--- config.mk ---
export PLATFORM = sky130hd
export DESIGN_NAME = ps2kb_xlat_fifo_flat
export DESIGN_NICKNAME = d
export VERILOG_FILES = /design/src/rtl/ps2kb_xlat_fifo_if.sv /design/src/rtl/ps2kb_xlat_fifo.sv /design/src/flat_wrapper.sv
export SDC_FILE = /design/constraint.sdc
export NUM_CORES = 1
export LEC_CHECK = 0
export ABC_AREA = 1
export CAP_MARGIN = 40
export CELL_PAD_IN_SITES_DETAIL_PLACEMENT = 1
export CELL_PAD_IN_SITES_GLOBAL_PLACEMENT = 1
export CORE_AREA = 8 8 171 125
export DETAILED_ROUTE_END_ITERATION = 10
export DIE_AREA = 0 0 179 133
export PLACE_DENSITY = 0.83
export SLEW_MARGIN = 5
export SYNTH_ARGS = -nofsm -noshare
export SYNTH_HDL_FRONTEND = slang
export SYNTH_SLANG_ARGS = --single-unit
--- constraint.sdc ---
create_clock -name clock -period 7.1 [get_ports clock]
set_clock_uncertainty 0.05 [all_clocks]
set_input_delay 0.71 -clock clock [delete_from_list [all_inputs] [get_ports clock]]
set_output_delay 0.71 -clock clock [all_outputs]
set_load 0.01 [all_outputs]
--- src/rtl/ps2kb_xlat_fifo_if.sv ---
// Keyboard-port bundle: raw set-2 byte input side plus the host irq/keycode handshake.
interface ps2kb_xlat_fifo_if #(
  parameter int DEPTH = 16
);
  localparam int LW = $clog2(DEPTH) + 1;

  logic          in_valid;
  logic [7:0]    in_code;
  logic          xlat_en;
  logic          reset_keybord;
  logic          clear_keycode;
  logic          irq;
  logic [7:0]    keycode;
  logic [LW-1:0] fifo_level;
  logic          overflow;

  modport master (
    output in_valid, in_code, xlat_en, reset_keybord, clear_keycode,
    input  irq, keycode, fifo_level, overflow
  );

  modport slave (
    input  in_valid, in_code, xlat_en, reset_keybord, clear_keycode,
    output irq, keycode, fifo_level, overflow
  );
endinterface

--- src/rtl/ps2kb_xlat_fifo.sv ---
// Set-2 to set-1 scancode translator feeding a receive FIFO, drained one byte at a time
// through the XT keyboard port irq/keycode/clear_keycode handshake.
module ps2kb_xlat_fifo #(
  parameter int DEPTH   = 16,
  parameter int IRQ_GAP = 2
) (
  input logic              clock,
  input logic              reset,
  ps2kb_xlat_fifo_if.slave bus
);
  localparam int LW = $clog2(DEPTH) + 1;
  localparam int AW = $clog2(DEPTH);
  localparam int GW = $clog2(IRQ_GAP + 1);

  // Standard set-2 to set-1 translation map, indexed by the 7-bit set-2 code.
  localparam logic [0:127][7:0] XLAT = {
    8'hff, 8'h43, 8'h41, 8'h3f, 8'h3d, 8'h3b, 8'h3c, 8'h58, 8'h64, 8'h44, 8'h42, 8'h40, 8'h3e, 8'h0f, 8'h29, 8'h59,
    8'h65, 8'h38, 8'h2a, 8'h70, 8'h1d, 8'h10, 8'h02, 8'h5a, 8'h66, 8'h71, 8'h2c, 8'h1f, 8'h1e, 8'h11, 8'h03, 8'h5b,
    8'h67, 8'h2e, 8'h2d, 8'h20, 8'h12, 8'h05, 8'h04, 8'h5c, 8'h68, 8'h39, 8'h2f, 8'h21, 8'h14, 8'h13, 8'h06, 8'h5d,
    8'h69, 8'h31, 8'h30, 8'h23, 8'h22, 8'h15, 8'h07, 8'h5e, 8'h6a, 8'h72, 8'h32, 8'h24, 8'h16, 8'h08, 8'h09, 8'h5f,
    8'h6b, 8'h33, 8'h25, 8'h17, 8'h18, 8'h0b, 8'h0a, 8'h60, 8'h6c, 8'h34, 8'h35, 8'h26, 8'h27, 8'h19, 8'h0c, 8'h61,
    8'h6d, 8'h73, 8'h28, 8'h74, 8'h1a, 8'h0d, 8'h62, 8'h6e, 8'h3a, 8'h36, 8'h1c, 8'h1b, 8'h75, 8'h2b, 8'h63, 8'h76,
    8'h55, 8'h56, 8'h77, 8'h78, 8'h79, 8'h7a, 8'h0e, 8'h7b, 8'h7c, 8'h4f, 8'h7d, 8'h4b, 8'h47, 8'h7e, 8'h7f, 8'h6f,
    8'h52, 8'h53, 8'h50, 8'h4c, 8'h4d, 8'h48, 8'h01, 8'h45, 8'h57, 8'h4e, 8'h51, 8'h4a, 8'h37, 8'h49, 8'h46, 8'h54
  };

  // 0x83 (F7) is the one set-2 make code above 0x7F that still has a set-1 equivalent.
  function automatic logic [7:0] set2_to_set1(input logic [7:0] c);
    if (c == 8'h83) return 8'h41;
    return XLAT[c[6:0]];
  endfunction

  logic          r_break_flag;
  logic          r_dec_vld_p0;
  logic [7:0]    r_dec_byte_p0;
  logic [7:0]    r_mem [DEPTH];
  logic [AW-1:0] r_wr_ptr;
  logic [AW-1:0] r_rd_ptr;
  logic [LW-1:0] r_count;
  logic          r_overflow;
  logic          r_irq;
  logic [7:0]    r_keycode;
  logic [GW-1:0] r_gap;

  logic       w_dec_vld;
  logic [7:0] w_dec_byte;
  logic       w_break_nxt;
  logic       w_full;
  logic       w_push;
  logic       w_pop;

  always_comb begin
    w_dec_vld   = bus.in_valid;
    w_dec_byte  = bus.in_code;
    w_break_nxt = r_break_flag;
    if (!bus.xlat_en) begin
      w_break_nxt = 1'b0;
    end else if (bus.in_valid) begin
      if (bus.in_code == 8'hF0) begin
        w_dec_vld   = 1'b0;
        w_break_nxt = 1'b1;
      end else if (bus.in_code == 8'hE0 || bus.in_code == 8'hE1) begin
        w_break_nxt = r_break_flag;
      end else if (!bus.in_code[7] || bus.in_code == 8'h83) begin
        w_dec_byte  = set2_to_set1(bus.in_code) | {r_break_flag, 7'b0};
        w_break_nxt = 1'b0;
      end else begin
        w_break_nxt = 1'b0;
      end
    end
  end

  // Stage p0: decoded byte waiting for its FIFO write.
  always_ff @(posedge clock or posedge reset) begin
    if (reset) begin
      r_dec_vld_p0 <= 1'b0;
      r_break_flag <= 1'b0;
    end else if (bus.reset_keybord) begin
      r_dec_vld_p0 <= 1'b0;
      r_break_flag <= 1'b0;
    end else begin
      r_dec_vld_p0 <= w_dec_vld;
      r_break_flag <= w_break_nxt;
    end
  end

  always_ff @(posedge clock) begin
    r_dec_byte_p0 <= w_dec_byte;
  end

  // Pop looks at the level before this cycle's write, so a byte landing in an empty
  // FIFO is presented one cycle later rather than bypassing the queue.
  assign w_full = (r_count == LW'(DEPTH));
  assign w_push = r_dec_vld_p0 && !w_full;
  assign w_pop  = !r_irq && (r_gap == '0) && (r_count != '0);

  always_ff @(posedge clock) begin
    if (w_push) r_mem[r_wr_ptr] <= r_dec_byte_p0;
  end

  // FIFO pointers and the host-facing presented byte.
  always_ff @(posedge clock or posedge reset) begin
    if (reset) begin
      r_wr_ptr   <= '0;
      r_rd_ptr   <= '0;
      r_count    <= '0;
      r_overflow <= 1'b0;
      r_irq      <= 1'b0;
      r_keycode  <= 8'h00;
      r_gap      <= '0;
    end else if (bus.reset_keybord) begin
      r_wr_ptr   <= '0;
      r_rd_ptr   <= '0;
      r_count    <= '0;
      r_overflow <= 1'b0;
      r_irq      <= 1'b1;
      r_keycode  <= 8'hAA;
      r_gap      <= '0;
    end else begin
      if (w_push) r_wr_ptr <= r_wr_ptr + 1'b1;
      if (w_pop)  r_rd_ptr <= r_rd_ptr + 1'b1;
      if (r_dec_vld_p0 && w_full) r_overflow <= 1'b1;
      case ({w_push, w_pop})
        2'b10:   r_count <= r_count + 1'b1;
        2'b01:   r_count <= r_count - 1'b1;
        default: r_count <= r_count;
      endcase
      if (bus.clear_keycode && r_irq) begin
        r_irq     <= 1'b0;
        r_keycode <= 8'h00;
        r_gap     <= GW'(IRQ_GAP);
      end else begin
        if (w_pop) begin
          r_irq     <= 1'b1;
          r_keycode <= r_mem[r_rd_ptr];
        end
        if (r_gap != '0) r_gap <= r_gap - 1'b1;
      end
    end
  end

  assign bus.irq        = r_irq;
  assign bus.keycode    = r_keycode;
  assign bus.fifo_level = r_count;
  assign bus.overflow   = r_overflow;

endmodule

--- src/flat_wrapper.sv ---
// flat-port wrapper written by rule: the top's interface ports become plain ports
module ps2kb_xlat_fifo_flat 
#(
  parameter int DEPTH   = 16,
  parameter int IRQ_GAP = 2
)
  (clock, reset, bus_in_valid, bus_in_code, bus_xlat_en, bus_reset_keybord, bus_clear_keycode, bus_irq, bus_keycode, bus_fifo_level, bus_overflow);
  ps2kb_xlat_fifo_if #(.DEPTH(DEPTH)) bus_i ();
  input logic clock;
  input logic reset;
  input wire logic [$bits(bus_i.in_valid)-1:0] bus_in_valid;
  input wire logic [$bits(bus_i.in_code)-1:0] bus_in_code;
  input wire logic [$bits(bus_i.xlat_en)-1:0] bus_xlat_en;
  input wire logic [$bits(bus_i.reset_keybord)-1:0] bus_reset_keybord;
  input wire logic [$bits(bus_i.clear_keycode)-1:0] bus_clear_keycode;
  output wire logic [$bits(bus_i.irq)-1:0] bus_irq;
  output wire logic [$bits(bus_i.keycode)-1:0] bus_keycode;
  output wire logic [$bits(bus_i.fifo_level)-1:0] bus_fifo_level;
  output wire logic [$bits(bus_i.overflow)-1:0] bus_overflow;
  assign bus_i.in_valid = bus_in_valid;
  assign bus_i.in_code = bus_in_code;
  assign bus_i.xlat_en = bus_xlat_en;
  assign bus_i.reset_keybord = bus_reset_keybord;
  assign bus_i.clear_keycode = bus_clear_keycode;
  assign bus_irq = bus_i.irq;
  assign bus_keycode = bus_i.keycode;
  assign bus_fifo_level = bus_i.fifo_level;
  assign bus_overflow = bus_i.overflow;
  ps2kb_xlat_fifo #(.DEPTH(DEPTH), .IRQ_GAP(IRQ_GAP)) u_core (.clock(clock), .reset(reset), .bus(bus_i));
endmodule
==> out/metrics.cfg <==
[placement]
gp_congestion = 0.9393
dp_slack_ps = 3776
port-buffer-count = 28
dp_hpwl_um = 18160
dpl-instance-area_mm2 = 0.008733

[final_layout]
final_nets = 958
area_delta_synth_final_pct = 12.88
multiInputGateArea_mm2 = 0.003079
final_common_cell = nand2_1
design_area_mm2 = 0.009319
fill_cells = 2132
drive_gt1_share_pct = 7.561
antenna_cells = 0
regArea_mm2 = 0.004681
most-common-layout-cells = nand2_1, edfxtp_1, nor2_1
fin_util_pct = 50.24

[pwr]
power_density_mw_per_mm2 = 249.0
ir_worst_vdd_mv = 0.1800
p_switching_w = 0.0006151
clkPwrFrac_pct = 39.0
p_leak_nw = 3.752
swShare_pct = 26.51
pwr-share-seq_pct = 47.3
combPwrFrac_pct = 13.7
p_int_w = 0.001705

[cts]
cts_buffers = 17
clockRootBuffer = clkbuf_16
cts_sinks = 163
post_cts_resized = 0
clk_pin_slew_ps = 60
h-tree-depth = 4
clock_path_buffers = 2
hold_buffers = 0
insertion_delay_ps = 440
cts_setup_buffers = 0
cts_tree = done

[sta]
setup_viol = 0
period_minus_slack_ps = 2975
finalWorstSetupSlack_ps = 4125
slew_headroom_pct = 39.69
rsz0062_at_grt = false
max_freq_ghz = 0.3361
tns_ps = 0
tightest_slew_ps = 901.3
min_period_over_period_pct = 41.91
hold_viol = 0
finalMaxSlewViolations = 0

[drt]
route.met3.wl_um = 2594
first_iter_violations = 800
wl_met2_um = 10950
wire_per_inst_um = 22.00
routed_via_density = 5.786
top_layer_used = met4
dr_total_vias = 6833
drt-met1-wl_um = 12050
drc = 0
routed_wl_um = 25980
first_pass_iters = 7
antenna_left = 0

[grt]
grt_use_total_pct = 22.29
antenna_found_initial = 0
grt_pass1_wl_um = 40240
grt-ovfl-total = 0
first_global_vias = 6789
grt_max_degree = 81

[die]
core_mm2 = 0.01855
rows = 42
initial_core_util_pct = 44.50
die_y_um = 133
ios = 29
die_area_mm2 = 0.02381
die_w_um = 179

[yosys]
yosys_warnings = 0
syn-cell-area_mm2 = 0.008255
synth_enable_flop_cells = 128
ys_types = 42
postSynthAreaPerCell_um2 = 9.102
synthFlopType = edfxtp_1
ys_ff_latch = 163
ys_seq_area_share_pct = 56.68
async_flop_share_pct = 16.56
syn_inst = 907
synth_nets = 939

[job]
drv_cap = 0

[worst_setup_path]
crit_arrival_ps = 3290
path_class = input port to flip-flop
cp-start-kind = input port
cp_data_required_time_ps = 7420
end_kind = flip-flop
rrSetupSlack_ps = 4580
worst-path-max-fanout = 9

[run_status]
outcome = completed

[worst_hold_path]
hold_class = flip-flop to flip-flop

## kinds of logic (layout without fill, tap and decap cells)
kind of cell               after synthesis  count (layout)  synth area share (%)
AOI/OAI and AO/OA                      150             150                 10.43
xor gates and xnor gates                 3               3                0.3183
adders and majority gates               18              18                 2.819
buffers and inverters                  112             144                 6.017
DFF                                    163             163                 56.68
and+or+nand+nor                        461             461                 23.73
## per-layer routing
metal,global-route usage (%),up-vias
li1,-,3131
met1,32.48,3384
met2,30.97,286
met3,7.305,32
met4,5.818,0
met5,0,-
## stage by stage
step	total power [W]	hold WS, ps	cells
finish	0.002320	435.6	1181
global route	0.002400	466.2	1181
CTS	0.002325	435.5	1179
detailed placement	0.001426	419.7	1147
global placement	0.001412	419.0	1141
floorplan	0.001305	430.9	907
## layout make-up
| cell class | instances | share of cell area (%) |
|---|---|---|
| Sequential cell | 163 | 50.23 |
| Timing Repair Buffer | 38 | 4.323 |
| Tap cell | 242 | 3.249 |
| Clock inverter | 5 | 0.8324 |
| Multi-Input combinational cell | 632 | 33.04 |
| Inverter | 74 | 3.034 |
| Clock buffer | 27 | 5.290 |
## critical path, stage by stage
cell and delay (ps):
clkdlybuf4s50_1 650, inv_1 280, ha_1 420, inv_2 90, nand2_1 170, nand2_1 200, a21oi_1 70, o21ai_0 350
nand3_1 120, nand2_1 90, nand3_1 80, o21ai_1 70
## sequential cells by signal (all words and copies together) (netlist names)
register / flops
u_core.bus.fifo_level: 5
u_core.bus.irq: 1
u_core.bus.keycode: 8
u_core.bus.overflow: 1
u_core.r_break_flag: 1
u_core.r_dec_byte_p0: 8
u_core.r_dec_vld_p0: 1
u_core.r_gap: 2
u_core.r_mem: 128
u_core.r_rd_ptr: 4
u_core.r_wr_ptr: 4
## synth_stat cells, drive strengths merged (2+ instances only)
cell | instances | area share, %
nand2 | 248 | 12
o211ai | 15 | 1.4
nor2 | 105 | 5.2
o21a | 2 | 0.18
clkbuf | 12 | 0.55
o221ai | 6 | 0.64
inv | 73 | 3.4
a21oi | 31 | 2.0
o22ai | 4 | 0.30
dfxtp | 8 | 1.9
nand4 | 6 | 0.53
o21bai | 3 | 0.27
xor2 | 2 | 0.21
nor3 | 4 | 0.30
edfxtp | 128 | 47
ha | 17 | 2.6
buf | 26 | 2.0
dfrtp | 27 | 8.2
nand3 | 95 | 5.8
o2111ai | 4 | 0.42
a31oi | 3 | 0.23
o21ai | 81 | 4.9
## path summary, 6_finish.rpt
check,endpoint,cells after the start,from
setup / recovery,u_core.r_dec_byte_p0[1]$_DFF_P_,12,bus_in_code[1]
hold / removal,u_core.bus.keycode[2]$_DFFE_PP0P_,2,u_core.bus.keycode[2]$_DFFE_PP0P_
setup reg to reg,u_core.bus.fifo_level[4]$_DFFE_PP0P_,15,u_core.r_gap[0]$_DFFE_PP0P_
hold reg to reg,u_core.bus.keycode[2]$_DFFE_PP0P_,2,u_core.bus.keycode[2]$_DFFE_PP0P_
max in group asynchronous,u_core.r_rd_ptr[0]$_DFFE_PP0P_,3,reset
min in group asynchronous,u_core.bus.fifo_level[2]$_DFFE_PP0P_,2,reset
## power groups by stage
stage	Sequential [W]	Clock (W)	Combinational [W]
6_report	0.00110	0.000905	0.000318
5_1_grt	0.00110	0.000950	0.000351
4_1_cts	0.00110	0.000915	0.000313
3_5_place_dp	0.00112	0	0.000310
3_3_place_gp	0.00111	0	0.000299
2_1_floorplan	0.00110	0	0.000202
(Power assumes the default switching activity.)
